==> src/rtl/fft_pkg.sv <==
// Shared types and constants for the 16-lane radix-2 FFT datapath.
package fft_pkg;

  localparam int unsigned SIG   = 1;
  localparam int unsigned INT   = 2;
  localparam int unsigned FLT   = 6;
  localparam int unsigned WIDTH = SIG + INT + FLT;
  localparam int unsigned LANES = 16;

  typedef struct packed {
    logic signed [WIDTH-1:0] i;
    logic signed [WIDTH-1:0] q;
  } cplx_t;

  typedef cplx_t [LANES-1:0] lane_vec_t;

  typedef enum logic {
    FILL = 1'b0,
    PAIR = 1'b1
  } buf_state_e;

endpackage

==> src/rtl/stage_dly_mem.sv <==
// Single-port half-frame delay memory; written in FILL, read in PAIR.
module stage_dly_mem #(
  parameter int unsigned DEPTH = 16,
  parameter int unsigned W     = 288,
  parameter int unsigned AW    = 4
) (
  input  logic          clk_i,
  input  logic          rst_ni,
  input  logic          we_i,
  input  logic          re_i,
  input  logic [AW-1:0] addr_i,
  input  logic [W-1:0]  wdata_i,
  output logic [W-1:0]  rdata_o
);

  logic [W-1:0] mem_q [DEPTH];
  logic [W-1:0] rdata_q;

  // Storage array: plain write port, no reset so it maps onto RAM.
  always_ff @(posedge clk_i) begin
    if (we_i) mem_q[addr_i] <= wdata_i;
  end

  // Registered read; holds its value when no read is issued.
  always_ff @(posedge clk_i or negedge rst_ni) begin
    if (!rst_ni)   rdata_q <= '0;
    else if (re_i) rdata_q <= mem_q[addr_i];
  end

  assign rdata_o = rdata_q;

endmodule

==> src/rtl/bfly_in_buf.sv <==
// Input pairing buffer for one 16-lane radix-2 FFT stage: stores the first
// half-frame, then presents stored/live pairs to the butterfly.
module bfly_in_buf
  import fft_pkg::*;
#(
  parameter int unsigned SIG   = fft_pkg::SIG,
  parameter int unsigned INT   = fft_pkg::INT,
  parameter int unsigned FLT   = fft_pkg::FLT,
  parameter int unsigned WIDTH = SIG + INT + FLT,
  parameter int unsigned LANES = fft_pkg::LANES,
  parameter int unsigned DEPTH = 16
) (
  input  logic                    clk,
  input  logic                    rstn,
  input  logic                    clr,
  input  logic                    din_valid,
  input  logic signed [WIDTH-1:0] din_i   [0:LANES-1],
  input  logic signed [WIDTH-1:0] din_q   [0:LANES-1],
  output logic                    bfly_en,
  output logic signed [WIDTH-1:0] dout1_i [0:LANES-1],
  output logic signed [WIDTH-1:0] dout1_q [0:LANES-1],
  output logic signed [WIDTH-1:0] dout2_i [0:LANES-1],
  output logic signed [WIDTH-1:0] dout2_q [0:LANES-1],
  output logic                    frame_done,
  output logic                    gap_err
);

  localparam int unsigned AW = (DEPTH > 1) ? $clog2(DEPTH) : 1;
  localparam int unsigned MW = 2 * LANES * WIDTH;
  localparam logic [AW-1:0] LAST = AW'(DEPTH - 1);

  buf_state_e state_q, state_d;
  logic [AW-1:0] cnt_q, cnt_d;
  logic mem_we, mem_re;
  logic [MW-1:0] mem_wdata, mem_rdata;
  logic bfly_en_q, frame_done_q, gap_err_q;
  logic signed [WIDTH-1:0] dout2_i_q [0:LANES-1];
  logic signed [WIDTH-1:0] dout2_q_q [0:LANES-1];

  // Phase and half-frame counter registers.
  always_ff @(posedge clk or negedge rstn) begin
    if (!rstn) begin
      state_q <= FILL;
      cnt_q   <= '0;
    end else begin
      state_q <= state_d;
      cnt_q   <= cnt_d;
    end
  end

  // Next phase/count and memory strobes; clr beats a coincident valid.
  always_comb begin
    state_d = state_q;
    cnt_d   = cnt_q;
    mem_we  = 1'b0;
    mem_re  = 1'b0;
    if (clr) begin
      state_d = FILL;
      cnt_d   = '0;
    end else if (din_valid) begin
      cnt_d = cnt_q + AW'(1);
      if (state_q == FILL) begin
        mem_we = 1'b1;
        if (cnt_q == LAST) begin
          state_d = PAIR;
          cnt_d   = '0;
        end
      end else begin
        mem_re = 1'b1;
        if (cnt_q == LAST) begin
          state_d = FILL;
          cnt_d   = '0;
        end
      end
    end
  end

  // Pack all lanes into one memory word: lane j occupies {q, i}.
  always_comb begin
    mem_wdata = '0;
    for (int unsigned j = 0; j < LANES; j++) begin
      mem_wdata[(2*j)*WIDTH   +: WIDTH] = din_i[j];
      mem_wdata[(2*j+1)*WIDTH +: WIDTH] = din_q[j];
    end
  end

  stage_dly_mem #(
    .DEPTH (DEPTH),
    .W     (MW),
    .AW    (AW)
  ) u_mem (
    .clk_i   (clk),
    .rst_ni  (rstn),
    .we_i    (mem_we),
    .re_i    (mem_re),
    .addr_i  (cnt_q),
    .wdata_i (mem_wdata),
    .rdata_o (mem_rdata)
  );

  // The RAM read register doubles as the dout1 register.
  always_comb begin
    for (int unsigned j = 0; j < LANES; j++) begin
      dout1_i[j] = mem_rdata[(2*j)*WIDTH   +: WIDTH];
      dout1_q[j] = mem_rdata[(2*j+1)*WIDTH +: WIDTH];
    end
  end

  // Live-path register, loaded on the same cycle as the RAM read.
  always_ff @(posedge clk or negedge rstn) begin
    if (!rstn) begin
      for (int unsigned j = 0; j < LANES; j++) begin
        dout2_i_q[j] <= '0;
        dout2_q_q[j] <= '0;
      end
    end else if (mem_re) begin
      for (int unsigned j = 0; j < LANES; j++) begin
        dout2_i_q[j] <= din_i[j];
        dout2_q_q[j] <= din_q[j];
      end
    end
  end

  // Pair strobe, frame completion pulse and sticky gap flag.
  always_ff @(posedge clk or negedge rstn) begin
    if (!rstn) begin
      bfly_en_q    <= 1'b0;
      frame_done_q <= 1'b0;
      gap_err_q    <= 1'b0;
    end else begin
      bfly_en_q    <= mem_re;
      frame_done_q <= mem_re && (cnt_q == LAST);
      if (clr)
        gap_err_q <= 1'b0;
      else if (state_q == PAIR && !din_valid && cnt_q != '0)
        gap_err_q <= 1'b1;
    end
  end

  assign bfly_en    = bfly_en_q;
  assign frame_done = frame_done_q;
  assign gap_err    = gap_err_q;
  assign dout2_i    = dout2_i_q;
  assign dout2_q    = dout2_q_q;

endmodule
==> config.mk <==
export PLATFORM = sky130hd
export DESIGN_NAME = bfly_in_buf
export DESIGN_NICKNAME = d
export VERILOG_FILES = /design/src/rtl/fft_pkg.sv /design/src/rtl/stage_dly_mem.sv /design/src/rtl/bfly_in_buf.sv
export SDC_FILE = /design/constraint.sdc
export NUM_CORES = 2
export LEC_CHECK = 0
export CELL_PAD_IN_SITES_DETAIL_PLACEMENT = 1
export CELL_PAD_IN_SITES_GLOBAL_PLACEMENT = 1
export CORE_AREA = 5 5 645 967
export DETAILED_ROUTE_END_ITERATION = 8
export DIE_AREA = 0 0 650 972
export PLACE_DENSITY_LB_ADDON = 0.1
export SLEW_MARGIN = 40
export SYNTH_ARGS = -nofsm -noshare
export SYNTH_HDL_FRONTEND = slang
export SYNTH_HIERARCHICAL = 1
export SYNTH_MEMORY_MAX_BITS = 65536
export SYNTH_SLANG_ARGS = --single-unit
==> constraint.sdc <==
create_clock -name clk -period 27.5 [get_ports clk]
set_input_delay 6.875 -clock clk [delete_from_list [all_inputs] [get_ports clk]]
set_output_delay 6.875 -clock clk [all_outputs]
set_load 0.02 [all_outputs]
==> flow_summary.json <==
{
  "status": "complete, no violations",
  "switching_share_pct": 21.44,
  "routed_wl_um": 609400,
  "syn_inst": 10330,
  "placed_cell_area_mm2": 0.2142,
  "startpoint_type": "input pin",
  "p_leak_nw": 72.83,
  "reg2reg_from": "cnt_q[1]",
  "hold_class": "reg -> reg",
  "die_x_um": 650,
  "clock_skew_ns": 0.04946,
  "synth_edf_count": 4608,
  "grt_pass1_vias": 111300,
  "synth.most_common_cell": "edfxtp_1",
  "cp.required_ns": 28.17,
  "min_from": "dout2_i[36]",
  "holdWs_ns": 0.4808,
  "pwr-share-comb_pct": 4.1,
  "ys_ff_latch": 5192,
  "multiInputGateArea_mm2": 0.03962,
  "period_share_pct": 38.44,
  "hold-path-endpoint": "dout2_i[36]",
  "yosysTopAreaCell": "edfxtp_1",
  "final_core_util_pct": 37.67,
  "drv_slew": 0,
  "ir_drop_uv": 72.83,
  "ys_types": 40,
  "place_congestion": 0.7224,
  "yosysTopAreaCellShare_pct": 70.63,
  "rsz0062_at_grt": "false",
  "setup_slack_ns": 16.93,
  "grt_pass1_wl_um": 858100,
  "io_pins": 871,
  "cp_max_fo": 52,
  "vias_per_cell": 5.089,
  "die_y_um": 972,
  "cts_resized": 0,
  "async_reset_ff_share_pct": 11.25,
  "netlist_area_mm2": 0.1959,
  "yosys-top-cells-area": "edfxtp_1, mux2i_1, dfrtp_1",
  "total_power_mw": 16.59,
  "hpwl_um": 365600,
  "cts.path.max_buffers": 4,
  "drive_gt1_share_pct": 13.83,
  "grt_overflow_total": 0,
  "drc_errors": 0,
  "hold_viol_final": 0,
  "crit_path_end_kind": "register",
  "setup_violations": 0,
  "cts-root-buf": "clkbuf_16",
  "postRouteAntennaNets": 0,
  "placed_cells_incl_taps": 18990,
  "synth_nets": 10620,
  "cts_tree": "built",
  "cts_setup_buffers": 0,
  "h-tree-depth": 6,
  "final_nets": 11670,
  "switching_power_mw": 3.556,
  "drt_first_iter_violations": 6233,
  "relSlewSlack_pct": 37.09,
  "die_area_mm2": 0.6318,
  "core_mm2": 0.6144,
  "fin_area_mm2": 0.2314,
  "syn_avg_cell_area_um2": 18.97,
  "clkSinkCount": 5192,
  "start_util_pct": 31.89,
  "register_area_mm2": 0.1530,
  "path_class": "in -> reg",
  "hold_buffers": 0,
  "r2r_cells": 8,
  "tns_ns": 0,
  "seq_area_frac_synth_pct": 78.09,
  "internal_power_mw": 13.03,
  "min_period_ns": 10.57,
  "syn_to_final_growth_pct": 18.14,
  "timing.max_cap.violations": 0,
  "power_frac_seq_pct": 52.1,
  "synth_flop_cell": "edfxtp_1",
  "grt_usage_pct": 18.74,
  "yosysWarnings": 6,
  "pwr-share-clk_pct": 43.8,
  "cts_buffers": 536,
  "stdcell_count": 19990,
  "reg2reg_slack_ns": 21.98,
  "holdPathStages": 1,
  "dp_slack_ns": 15.73,
  "grt_max_degree": 131,
  "firstDrtPassIters": 5,
  "power_density_mw_per_mm2": 71.67,
  "fillers": 59540,
  "cp.arrival_ns": 11.24,
  "rows": 353,
  "wire_per_inst_um": 30.49,
  "clk_pin_slew_ns": 0.06,
  "port_buffers": 870,
  "vias": 101700,
  "worst_slew_pin_slew_ns": 0.9437,
  "synth_commonest_cells": "edfxtp_1, mux2i_1, nor2_1",
  "antenna_found_initial": 60,
  "clk-insertion-delay-late_ns": 1.05,
  "r2r_end": "u_mem/rdata_o[232]",
  "fmax_mhz": 94.59
}
power by group through the flow:
| stage | clock network (mW) | registers, mW | logic (mW) |
|---|---|---|---|
| global placement | 0 | 8.81 | 0.691 |
| global route | 7.83 | 8.64 | 0.727 |
| CTS | 7.52 | 8.64 | 0.707 |
| floorplan | 0 | 8.82 | 0.324 |
| finish | 7.27 | 8.64 | 0.675 |
| detailed placement | 0 | 8.81 | 0.706 |
sequential cells by signal, summed over array words and instances, names as in the netlist:
register / count
frame_done: 1
u_mem/mem_q: 4608
state_q: 1
cnt_q: 4
u_mem/rdata_o: 288
dout2_q: 144
dout2_i: 144
gap_err: 1
bfly_en: 1
cells by family after synthesis:
group	after synthesis	share of synthesized area [%]
simple gates	904	1.862
flops	5192	78.09
mux	2305	13.80
compound gates	1306	4.441
fa+ha+maj	2	0.01277
xor+xnor	2	0.008943
buf+inv	616	1.785
final cells by class:
| cell class | instances | share of cell area (%) |
|---|---|---|
| repair buffers | 1120 | 4.856 |
| well taps | 8165 | 4.414 |
| multi-input cells | 4519 | 17.12 |
| clock buffers | 734 | 6.465 |
| diodes | 19 | 0.02054 |
| inverters | 3 | 0.004866 |
| flip-flops and latches | 5192 | 66.11 |
| clock inverters | 235 | 1.013 |
placed cells by master, fill, tap and decap left out, drive strengths merged, types with 2 or more instances in the layout:
cell	instances
a2bb2oi	139
nand2b	2
mux4	288
mux2	288
diode	19
clkinv	156
a31oi	289
or3b	4
nand2	144
clkinvlp	13
bufinv	40
o21ai	150
inv	29
a221oi	149
xor2	2
clkdlybuf4s50	756
nand3b	5
edfxtp	4608
mux2i	1729
buf	363
ha	2
o22ai	576
clkbuf	735
nor2	597
nand3	143
a21oi	3
dfrtp	584
worst max-delay path by stage:
stage               from  slack (ns)  cells after the start                    to
6_report       din_valid       16.93                      9  u_mem/mem_q[10][117]
5_1_grt        din_valid       16.79                      9  u_mem/mem_q[10][149]
4_1_cts        din_valid       16.91                      9  u_mem/mem_q[10][150]
3_5_place_dp   din_valid       15.73                      9  u_mem/mem_q[10][134]
3_3_place_gp   din_valid       15.13                      9  u_mem/mem_q[10][134]
2_1_floorplan        clr        7.04                      4     u_mem/mem_q[5][0]
layer usage:
metal	vias up	track usage (%)	routed length, um
met4	10	4.067	13440
met3	693	2.537	25760
met2	2154	33.77	314600
met1	55270	24.02	255500
li1	43590	-	-
met5	-	0	70
worst max-delay path: stages:
cell and delay [ns]:
clkdlybuf4s50_1 0.64, inv_2 0.12, nor3_1 0.28, buf_4 0.23, nand3b_1 0.32, nor2_4 0.55
buf_4 0.63, buf_6 0.61, buf_4 0.71
Note: power is estimated with default switching activity, not from simulation.
